**src/rtl/sram_controller.sv**
```systemverilog
// sram_controller: MEM-stage data access onto a 16-bit async SRAM.
// Each 32-bit word is moved as two halfword phases of WAIT_CYCLES each.
module sram_controller #(
  parameter logic [31:0] BASE_ADDR = 32'd1024,
  parameter int unsigned WAIT_CYCLES = 2,
  parameter int unsigned SRAM_AW = 18
) (
  input  logic               clk,
  input  logic               rst,
  input  logic               mem_r_en,
  input  logic               mem_w_en,
  input  logic [31:0]        address,
  input  logic [31:0]        write_data,
  output logic               ready,
  output logic [31:0]        read_data,
  output logic [SRAM_AW-1:0] sram_addr,
  output logic [15:0]        sram_dq_out,
  output logic               sram_dq_oe,
  input  logic [15:0]        sram_dq_in,
  output logic               sram_we_n,
  output logic               sram_oe_n
);

  typedef enum logic [1:0] {
    IDLE,
    LOW,
    HIGH,
    DONE
  } state_t;

  localparam logic [3:0] LAST = 4'(WAIT_CYCLES - 1);

  state_t             state;
  logic [3:0]         cnt;
  logic [SRAM_AW-2:0] wordAddr;
  logic [31:0]        wrData;
  logic               opWrite;

  logic [31:0]        offset;
  logic [SRAM_AW-2:0] reqWord;
  logic               unusedOffset;
  logic               req;
  logic               lastCyc;

  assign req     = mem_r_en | mem_w_en;
  assign offset  = (address - BASE_ADDR) >> 2;
  assign reqWord = offset[SRAM_AW-2:0];
  // Upper word bits fall off the SRAM: out-of-range addresses wrap.
  assign unusedOffset = ^offset[31:SRAM_AW-1];
  assign lastCyc = (cnt == LAST);
  assign ready   = (state == DONE) | ((state == IDLE) & ~req);

  always_ff @(posedge clk or negedge rst) begin
    if (!rst) begin
      state       <= IDLE;
      cnt         <= '0;
      wordAddr    <= '0;
      wrData      <= '0;
      opWrite     <= 1'b0;
      read_data   <= '0;
      sram_addr   <= '0;
      sram_dq_out <= '0;
      sram_dq_oe  <= 1'b0;
      sram_we_n   <= 1'b1;
      sram_oe_n   <= 1'b1;
    end else begin
      unique case (state)
        IDLE: begin
          if (req) begin
            state       <= LOW;
            cnt         <= '0;
            wordAddr    <= reqWord;
            wrData      <= write_data;
            opWrite     <= mem_w_en;
            sram_addr   <= {reqWord, 1'b0};
            sram_dq_out <= mem_w_en ? write_data[15:0] : 16'h0;
            sram_dq_oe  <= mem_w_en;
            sram_we_n   <= ~mem_w_en;
            sram_oe_n   <= mem_w_en;
          end
        end
        LOW: begin
          if (lastCyc) begin
            if (!opWrite) read_data[15:0] <= sram_dq_in;
            state       <= HIGH;
            cnt         <= '0;
            sram_addr   <= {wordAddr, 1'b1};
            sram_dq_out <= opWrite ? wrData[31:16] : 16'h0;
          end else begin
            cnt <= cnt + 4'd1;
          end
        end
        HIGH: begin
          if (lastCyc) begin
            if (!opWrite) read_data[31:16] <= sram_dq_in;
            state       <= DONE;
            cnt         <= '0;
            sram_addr   <= '0;
            sram_dq_out <= '0;
            sram_dq_oe  <= 1'b0;
            sram_we_n   <= 1'b1;
            sram_oe_n   <= 1'b1;
          end else begin
            cnt <= cnt + 4'd1;
          end
        end
        DONE: begin
          state <= IDLE;
        end
        default: begin
          state <= IDLE;
        end
      endcase
    end
  end

endmodule

```
**config.mk**
```make
export PLATFORM = sky130hd
export DESIGN_NAME = sram_controller
export DESIGN_NICKNAME = d
export VERILOG_FILES = /design/src/rtl/sram_controller.sv
export SDC_FILE = /design/constraint.sdc
export NUM_CORES = 1
export LEC_CHECK = 0
export CAP_MARGIN = 20
export CORE_ASPECT_RATIO = 1.1
export CORE_MARGIN = 8
export CORE_UTILIZATION = 30
export CTS_BUF_LIST = sky130_fd_sc_hd__clkbuf_8
export DETAILED_ROUTE_END_ITERATION = 10
export SLEW_MARGIN = 10
export SYNTH_ARGS = -nofsm -noshare
export SYNTH_HDL_FRONTEND = slang
export SYNTH_SLANG_ARGS = --single-unit
```
**constraint.sdc**
```tcl
create_clock -name clk -period 2.5 [get_ports clk]
set_input_delay 0.375 -clock clk [delete_from_list [all_inputs] [get_ports clk]]
set_output_delay 0.375 -clock clk [all_outputs]
set_load 0.02 [all_outputs]
```
==> metrics.log, run 1 <==
INFO  metric outcome = finished clean
INFO  metric timing.final.max_slew_violations = 0
INFO  metric netlist-cell-type-count = 43
INFO  metric clock-root-buffer = sky130_fd_sc_hd__clkbuf_8
INFO  metric timing.max_slew.rel_slack = 52.2%
INFO  metric launching_element_type_of_the_critical_path = flip-flop
INFO  metric layout.filler_cells = 1,477
INFO  metric layout.core_utilization = 42.4%
INFO  metric clock.fmax = 436 MHz
INFO  metric seqCellArea = 0.00273 mm^2
INFO  metric start_util = 30.5%
INFO  metric fin_worst_hold_slack = 0.0144 ns
INFO  metric placement.cell_area = 0.00646 mm^2
INFO  metric die-height = 148 um
INFO  metric crit_required = 2.12 ns
INFO  metric syn_inst = 402
INFO  metric die-area = 0.0202 mm^2
INFO  metric path_buf_inv = 2
INFO  metric yosys.area_share.xor_xnor = 0.916%
INFO  metric final-hold-violation-count = 0
INFO  metric cts_made_buffers = 9
INFO  metric synth.top_cells.by_area = sky130_fd_sc_hd__dfrtp_1, sky130_fd_sc_hd__mux2_2, sky130_fd_sc_hd__a21oi_1, sky130_fd_sc_hd__nor2_1, sky130_fd_sc_hd__a22oi_1
INFO  metric clock_skew = 0.00727 ns
INFO  metric cts.path.max_buffers = 2
INFO  metric layout_commonest_cell = sky130_fd_sc_hd__clkdlybuf4s50_1
INFO  metric cell_area_after_synthesis = 0.00478 mm^2
INFO  metric yosys_most_used_dff = sky130_fd_sc_hd__dfrtp_1
INFO  metric cts_post_setup_buffers_inserted = 0
INFO  metric hold_path.class = in2async
INFO  metric yosys-mux-area-fraction = 13.6%
INFO  metric num_io_pins = 154
INFO  metric timing.critical_path.fanout_max = 4
INFO  metric wire_per_inst = 16.3 um
INFO  metric power.leakage = 2.75 nW
INFO  metric syn_to_final_growth = 39.0%
INFO  metric vdd.ir_drop.worst = 0.000554 V
INFO  metric drt-initial-drc-count = 181
INFO  metric grt_overflow_total = 0
INFO  metric grt_use_total = 12.3%
INFO  metric worst-slew-pin-transition = 0.716 ns
INFO  metric totalWireLength = 12.2 mm
INFO  metric detailroute.via_count = 3,564
INFO  metric first_global_vias = 3,847
INFO  metric post_route_cells_drive_above_1_share = 20.3%
INFO  metric synth_enable_flop_cells = 0
INFO  metric core = 0.0157 mm^2
INFO  metric power_per_cell_area = 1420 mW/mm^2
INFO  metric fin_nets = 634
INFO  metric max-cap-violations = 0
INFO  metric synthesis.yosys.warnings = 0
INFO  metric critical_path_class = reg2out
INFO  metric globalplace.congestion = 0.741
INFO  metric synth-compound-area-share = 13.3%
INFO  metric worstPathArrival = 1.92 ns
INFO  metric clock_insertion_delay_worst_skew = 0.37 ns
INFO  metric asyncSetResetFlopFracSynth = 100%
INFO  metric final_cell_area = 0.00665 mm^2
INFO  metric cts_resized = 1
INFO  metric ant_nets = 0
INFO  metric multi_input_comb_area = 0.00189 mm^2
INFO  metric clkTransAtPathRegs = 0.10 ns
INFO  metric finalCriticalPeriod = 2.29 ns
INFO  metric detailedRoute.firstPassIterationCount = 4
INFO  metric placementRows = 48
INFO  metric worst_path_cell_chain = inv_1 > ha_1 > nor3b_2 > or2_2 > dlygate4sd2_1
INFO  metric cp_slowest_cell = sky130_fd_sc_hd__dfrtp_1
INFO  metric endpoint_kind = output port
INFO  metric tns = 0 ns
INFO  metric grt_antenna_before_repair = 1
INFO  metric port_buffers = 138
INFO  metric cts_htree_levels = 3
INFO  metric wire_length_of_the_first_global_routing_pass = 19.8 mm
INFO  metric hpwl = 8.87 mm
INFO  metric post_synth_and_or_nand_nor_area_fraction = 9.34%
INFO  metric portion_of_the_post_synthesis_area_used_by_sequential_elements = 57.1%
INFO  metric yosys.area_share.adder = 2.09%
INFO  metric final_critical_path_share_of_the_clock_period = 91.7%
INFO  metric setup-violations-final = 0
INFO  metric clock_tree_from_tritoncts = built
INFO  metric rsz0062_at_grt = false
INFO  metric clock_sink_count = 109
INFO  metric syn_avg_cell_area = 11.9 um^2
INFO  metric critical_path.max_stage_delay = 0.45 ns
INFO  metric layout.cells.most_common_list = sky130_fd_sc_hd__clkdlybuf4s50_1, sky130_fd_sc_hd__dfrtp_1, sky130_fd_sc_hd__mux2_2, sky130_fd_sc_hd__nor2_1, sky130_fd_sc_hd__a21oi_1
INFO  metric route.detailed.vias_per_inst = 4.77
INFO  metric postSynthRegisterBits = 109
INFO  metric syn_nets = 494
INFO  metric synth_largest_area_cell = sky130_fd_sc_hd__dfrtp_1
INFO  metric grt_start_max_net_pins = 46
INFO  metric rrSetupSlack = 0.23 ns
INFO  metric insertedDiodeCount = 0
INFO  metric path_delay_family = flip-flops
INFO  metric post_cts_hold_buffer_count = 0
INFO  metric yosys.area.top_type_share = 56.0%
INFO  metric main_combinational_cell_family_by_area_after_synthesis = multiplexers
INFO  metric remaining_drc_errors = 0
INFO  metric die_w = 136 um
sequential cells by signal (all words and copies together), names as in the netlist:
register,count
sram_oe_n,1
opWrite,1
cnt,4
wrData,16
wordAddr,17
sram_dq_out,16
sram_we_n,1
sram_dq_oe,1
state,2
sram_addr,18
read_data,32
Yosys cell counts (2+ instances only):
master	instances
sky130_fd_sc_hd__a21o_1	4
sky130_fd_sc_hd__nand2_1	16
sky130_fd_sc_hd__or4_1	2
sky130_fd_sc_hd__dfstp_2	2
sky130_fd_sc_hd__nand2_2	2
sky130_fd_sc_hd__or3_1	4
sky130_fd_sc_hd__nand3_1	6
sky130_fd_sc_hd__o22a_1	2
sky130_fd_sc_hd__nor2b_1	8
sky130_fd_sc_hd__clkbuf_1	12
sky130_fd_sc_hd__buf_6	4
sky130_fd_sc_hd__inv_1	9
sky130_fd_sc_hd__o221ai_1	2
sky130_fd_sc_hd__a22oi_1	17
sky130_fd_sc_hd__a21oi_2	11
sky130_fd_sc_hd__mux2_2	57
sky130_fd_sc_hd__a2bb2oi_1	2
sky130_fd_sc_hd__nor2_1	40
sky130_fd_sc_hd__a21oi_1	35
sky130_fd_sc_hd__nor3_1	2
sky130_fd_sc_hd__buf_4	4
sky130_fd_sc_hd__buf_2	4
sky130_fd_sc_hd__a22o_1	3
sky130_fd_sc_hd__xnor2_1	5
sky130_fd_sc_hd__dfrtp_1	107
sky130_fd_sc_hd__o21ai_0	15
sky130_fd_sc_hd__o22ai_1	2
sky130_fd_sc_hd__or2_2	3
sky130_fd_sc_hd__ha_1	8
routing by layer:
metal	vias to the layer above	track usage, %	part of all wire, %
met1	1750	15.0	42
li1	1685	-	-
met4	2	4.40	1.6
met5	-	0	0.14
met2	107	19.9	48
met3	20	3.98	7.8
through the flow:
stage               std cells  setup slack [ns]  total power [mW]
CTS                       747             0.184              9.56
global route              747            0.0974              10.1
detailed placement        731             0.154              8.49
finish                    747             0.208              9.41
global placement          731             0.200              8.34
floorplan                 402             0.541              6.40
worst paths after layout:
path	to	cells after the start	startpoint
max	ready	5	state[0]
min	state[1]	1	rst
max reg2reg	sram_dq_out[4]	7	state[0]
min reg2reg	wordAddr[14]	1	wordAddr[14]
max in group asynchronous	sram_we_n	2	rst
min in group clk	wordAddr[14]	1	wordAddr[14]
where the power goes:
group | total, mW | switching (mW) | internal [mW]
logic | 5.18 | 2.70 | 2.48
registers | 3.18 | 0.491 | 2.69
clock network | 1.05 | 0.620 | 0.430
total | 9.41 | 3.81 | 5.60
final cells by class:
cell class | instances | area share [%]
timing repair buffer | 153 | 23.4
inverter | 9 | 0.508
clock inverter | 5 | 0.621
multi-input combinational | 260 | 28.4
tap | 200 | 3.76
clock buffer | 11 | 2.28
sequential | 109 | 41.1
logic make-up after synthesis:
group           after synthesis
xor+xnor                      5
buf+inv                      33
simple gates                 92
flops                       109
mux                          58
compound gates               97
fa+ha+maj                     8
worst register-to-register path: cells and delay by family, from the launching register on:
kind / cells / cell delay [ns]
adder cells (fa/ha/maj): 1 / 0.32
AO/OA/AOI/OAI: 2 / 0.65
buffers and inverters: 2 / 0.37
AND/OR/NAND/NOR: 2 / 0.41
flip-flops: 1 / 0.45
No activity file was read; power rests on OpenSTA's default activity.
==> run 2: changes to the inputs <==
--- a/config.mk
+++ b/config.mk
@@ -6,7 +6,7 @@
 export NUM_CORES = 1
 export LEC_CHECK = 0
 export CAP_MARGIN = 20
-export CORE_ASPECT_RATIO = 1.1
+export CORE_ASPECT_RATIO = 1.2
 export CORE_MARGIN = 8
 export CORE_UTILIZATION = 30
 export CTS_BUF_LIST = sky130_fd_sc_hd__clkbuf_8
==> run 2 against run 1 <==
Count of clock-buffer cells in the layout down 1. Die area is essentially flat. Largest power group unchanged. Sequential share of layout area is 0.19 points higher.
==> metrics.log, run 2 (synthesized netlist as in run 1, its figures left out) <==
INFO  metric grt_overflow_total = 0 (unchanged)
INFO  metric rrSetupSlack = 0.28 ns (+0.05 ns)
INFO  metric vdd.ir_drop.worst = 0.000833 V (+50%)
INFO  metric power_per_cell_area = 1420 mW/mm^2 (+0.36%)
INFO  metric layout_commonest_cell = sky130_fd_sc_hd__clkdlybuf4s50_1
INFO  metric start_util = 30.7% (+0.19 points)
INFO  metric placement.cell_area = 0.00641 mm^2 (-0.70%)
INFO  metric p_int = 5.59 mW (-0.30%)
INFO  metric globalplace.congestion = 0.751 (+1.4%)
INFO  metric place_ws = 0.174 ns (+0.0205 ns)
INFO  metric crit_required = 2.79 ns (+0.67 ns)
INFO  metric launching_element_type_of_the_critical_path = flip-flop
INFO  metric worstRegToRegCells = 7 (unchanged)
INFO  metric drt-initial-drc-count = 114 (-37%)
INFO  metric clock-root-buffer = sky130_fd_sc_hd__clkbuf_8
INFO  metric clkTransAtPathRegs = 0.10 ns (about the same)
INFO  metric detailroute.via_count = 3,521 (-1.2%)
INFO  metric ant_nets = 0 (unchanged)
INFO  metric core = 0.0156 mm^2 (-0.62%)
INFO  metric hpwl = 8.78 mm (-1.1%)
INFO  metric final_cell_area = 0.00662 mm^2 (-0.45%)
INFO  metric timing.final.max_slew_violations = 0 (unchanged)
INFO  metric num_io_pins = 154 (unchanged)
INFO  metric clock_skew = 0.0121 ns (+0.00483 ns)
INFO  metric final_critical_path_share_of_the_clock_period = 88.9% (-2.8 points)
INFO  metric setup-violations-final = 0 (unchanged)
INFO  metric finalCriticalPeriod = 2.22 ns (-0.0702 ns)
INFO  metric max_flop_register = read_data
INFO  metric grt_use_total = 12.7% (+0.34 points)
INFO  metric largest_register_ffs = 32 (unchanged)
INFO  metric multi_input_comb_area = 0.00189 mm^2 (unchanged)
INFO  metric wire_per_inst = 16.6 um (+2.0%)
INFO  metric totalWireLength = 12.5 mm (+2.5%)
INFO  metric cts_post_setup_buffers_inserted = 0 (unchanged)
INFO  metric max-cap-violations = 0 (unchanged)
INFO  metric detailedRoute.firstPassIterationCount = 4 (unchanged)
INFO  metric insertedDiodeCount = 0 (unchanged)
INFO  metric cts_htree_levels = 3 (unchanged)
INFO  metric power.leakage = 2.74 nW (-0.31%)
INFO  metric setup.worst_path.start = cnt[1]
INFO  metric clock_sink_count = 109 (unchanged)
INFO  metric fin_nets = 630 (-0.63%)
INFO  metric first_global_vias = 3,817 (-0.78%)
INFO  metric power.share.switching = 40.6% (+0.12 points)
INFO  metric route.detailed.vias_per_inst = 4.69 (-1.7%)
INFO  metric die_w = 131 um (-3.8%)
INFO  metric clock.fmax = 450 MHz (+3.2%)
INFO  metric layout.core_utilization = 42.5% (+0.073 points)
INFO  metric timing.max_slew.rel_slack = 44.1% (-8.1 points)
INFO  metric syn_to_final_growth = 38.4%
INFO  metric cts.path.max_buffers = 2 (unchanged)
INFO  metric cts_made_buffers = 9 (unchanged)
INFO  metric p_clk_share = 12.0% (+0.8 points)
INFO  metric r2r_end = sram_addr[17]
INFO  metric layout.filler_cells = 1,530 (+3.6%)
INFO  metric grt_start_max_net_pins = 68 (+48%)
INFO  metric die-area = 0.0202 mm^2 (about the same)
INFO  metric remaining_drc_errors = 0 (unchanged)
INFO  metric hold_path.class = in2async
INFO  metric clock_insertion_delay_worst_skew = 0.38 ns (about the same)
INFO  metric final-hold-violation-count = 0 (unchanged)
INFO  metric rsz0062_at_grt = false
INFO  metric worstPathArrival = 2.51 ns (+0.59 ns)
INFO  metric power.sequential.fraction = 33.8% (about the same)
INFO  metric seqCellArea = 0.00273 mm^2 (unchanged)
INFO  metric largest_registers_ranked_by_flip_flop_count = read_data x32, sram_addr x18, wordAddr x17
INFO  metric power.net_switching = 3.82 mW (+0.21%)
INFO  metric timing.critical_path.fanout_max = 67 (+63)
INFO  metric layout.cells.most_common_list = sky130_fd_sc_hd__clkdlybuf4s50_1, sky130_fd_sc_hd__dfrtp_1, sky130_fd_sc_hd__mux2_2, sky130_fd_sc_hd__nor2_1, sky130_fd_sc_hd__a21oi_1
INFO  metric wire_length_of_the_first_global_routing_pass = 20.6 mm (+4.1%)
INFO  metric placementRows = 50 (+4.2%)
INFO  metric clock_tree_from_tritoncts = built
INFO  metric endpoint_kind = flip-flop
INFO  metric grt_antenna_before_repair = 0 (-1)
INFO  metric worst-slew-pin-transition = 0.838 ns (+0.122 ns)
INFO  metric die-height = 154 um (+4.0%)
INFO  metric port_buffers = 138 (unchanged)
INFO  metric critical_path_class = reg2reg
INFO  metric startpoint_of_the_worst_slack_reg_to_reg_timing_path = cnt[1]
INFO  metric timing.final.ws_setup = 0.278 ns (+0.0702 ns)
INFO  metric comb_power_share = 54.2% (-0.8 points)
INFO  metric tns = 0 ns (unchanged)
INFO  metric post_route_cells_drive_above_1_share = 19.7% (-0.59 points)
INFO  metric outcome = finished clean
[run 2: area by class of cell]
type | count | area share, %
inverters | 9 | 0.510
clock inverters | 6 | 1.00
multi-input cells | 260 | 28.5
well taps | 208 | 3.93
flip-flops and latches | 109 | 41.3
clock buffers | 10 | 2.08
repair buffers | 149 | 22.7
[run 2: per-layer routing]
layer / routed length, um / share of wire [%] / track usage, %
met1: 5450 / 44 / 14.6
met2: 6080 / 49 / 21.6
met3: 774 / 6.2 / 3.95
met4: 180 / 1.4 / 4.66
met5: 0 / 0 / 0
[run 2: worst max path at each step]
stage	end	slack, ns	cells after the start
4_1_cts	ready	0.002	5
5_1_grt	sram_addr[17]	0.05	7
3_5_place_dp	sram_addr[17]	0.17	7
2_1_floorplan	sram_addr[10]	0.54	8
3_3_place_gp	sram_addr[15]	0.21	7
6_report	sram_addr[17]	0.28	7
[run 2: power groups by stage]
stage	sequential (mW)	clock (mW)	combinational, mW
after detailed placement	3.22	0	5.19
after global routing	3.31	1.25	5.58
after floorplan	3.83	0	2.57
after CTS	3.19	1.19	5.20
after global placement	3.18	0	5.08
final	3.18	1.13	5.10
[run 2: metrics by stage]
| step | std cells | total power, mW | hold WS [ns] |
|---|---|---|---|
| after floorplan | 402 | 6.40 | 0.0794 |
| after global placement | 735 | 8.25 | 0.450 |
| after detailed placement | 735 | 8.40 | 0.467 |
| after CTS | 751 | 9.57 | 0.0301 |
| after global routing | 751 | 10.1 | 0.0612 |
| final | 751 | 9.41 | 0.00253 |
[run 2: worst max-delay path, cell delays in order (launching register included)]
cell	delay (ns)
sky130_fd_sc_hd__dfrtp_1	0.40
sky130_fd_sc_hd__inv_1	0.08
sky130_fd_sc_hd__ha_1	0.14
sky130_fd_sc_hd__or3b_1	0.54
sky130_fd_sc_hd__a211oi_4	0.32
sky130_fd_sc_hd__buf_12	0.33
sky130_fd_sc_hd__nand2b_1	0.12
sky130_fd_sc_hd__o221ai_1	0.19
[run 2: timing repair]
item / in CTS / in global routing
hold buffers: 0 / 0
resized for setup: 0 / 1
endpoints found under the setup margin: 0 / 1
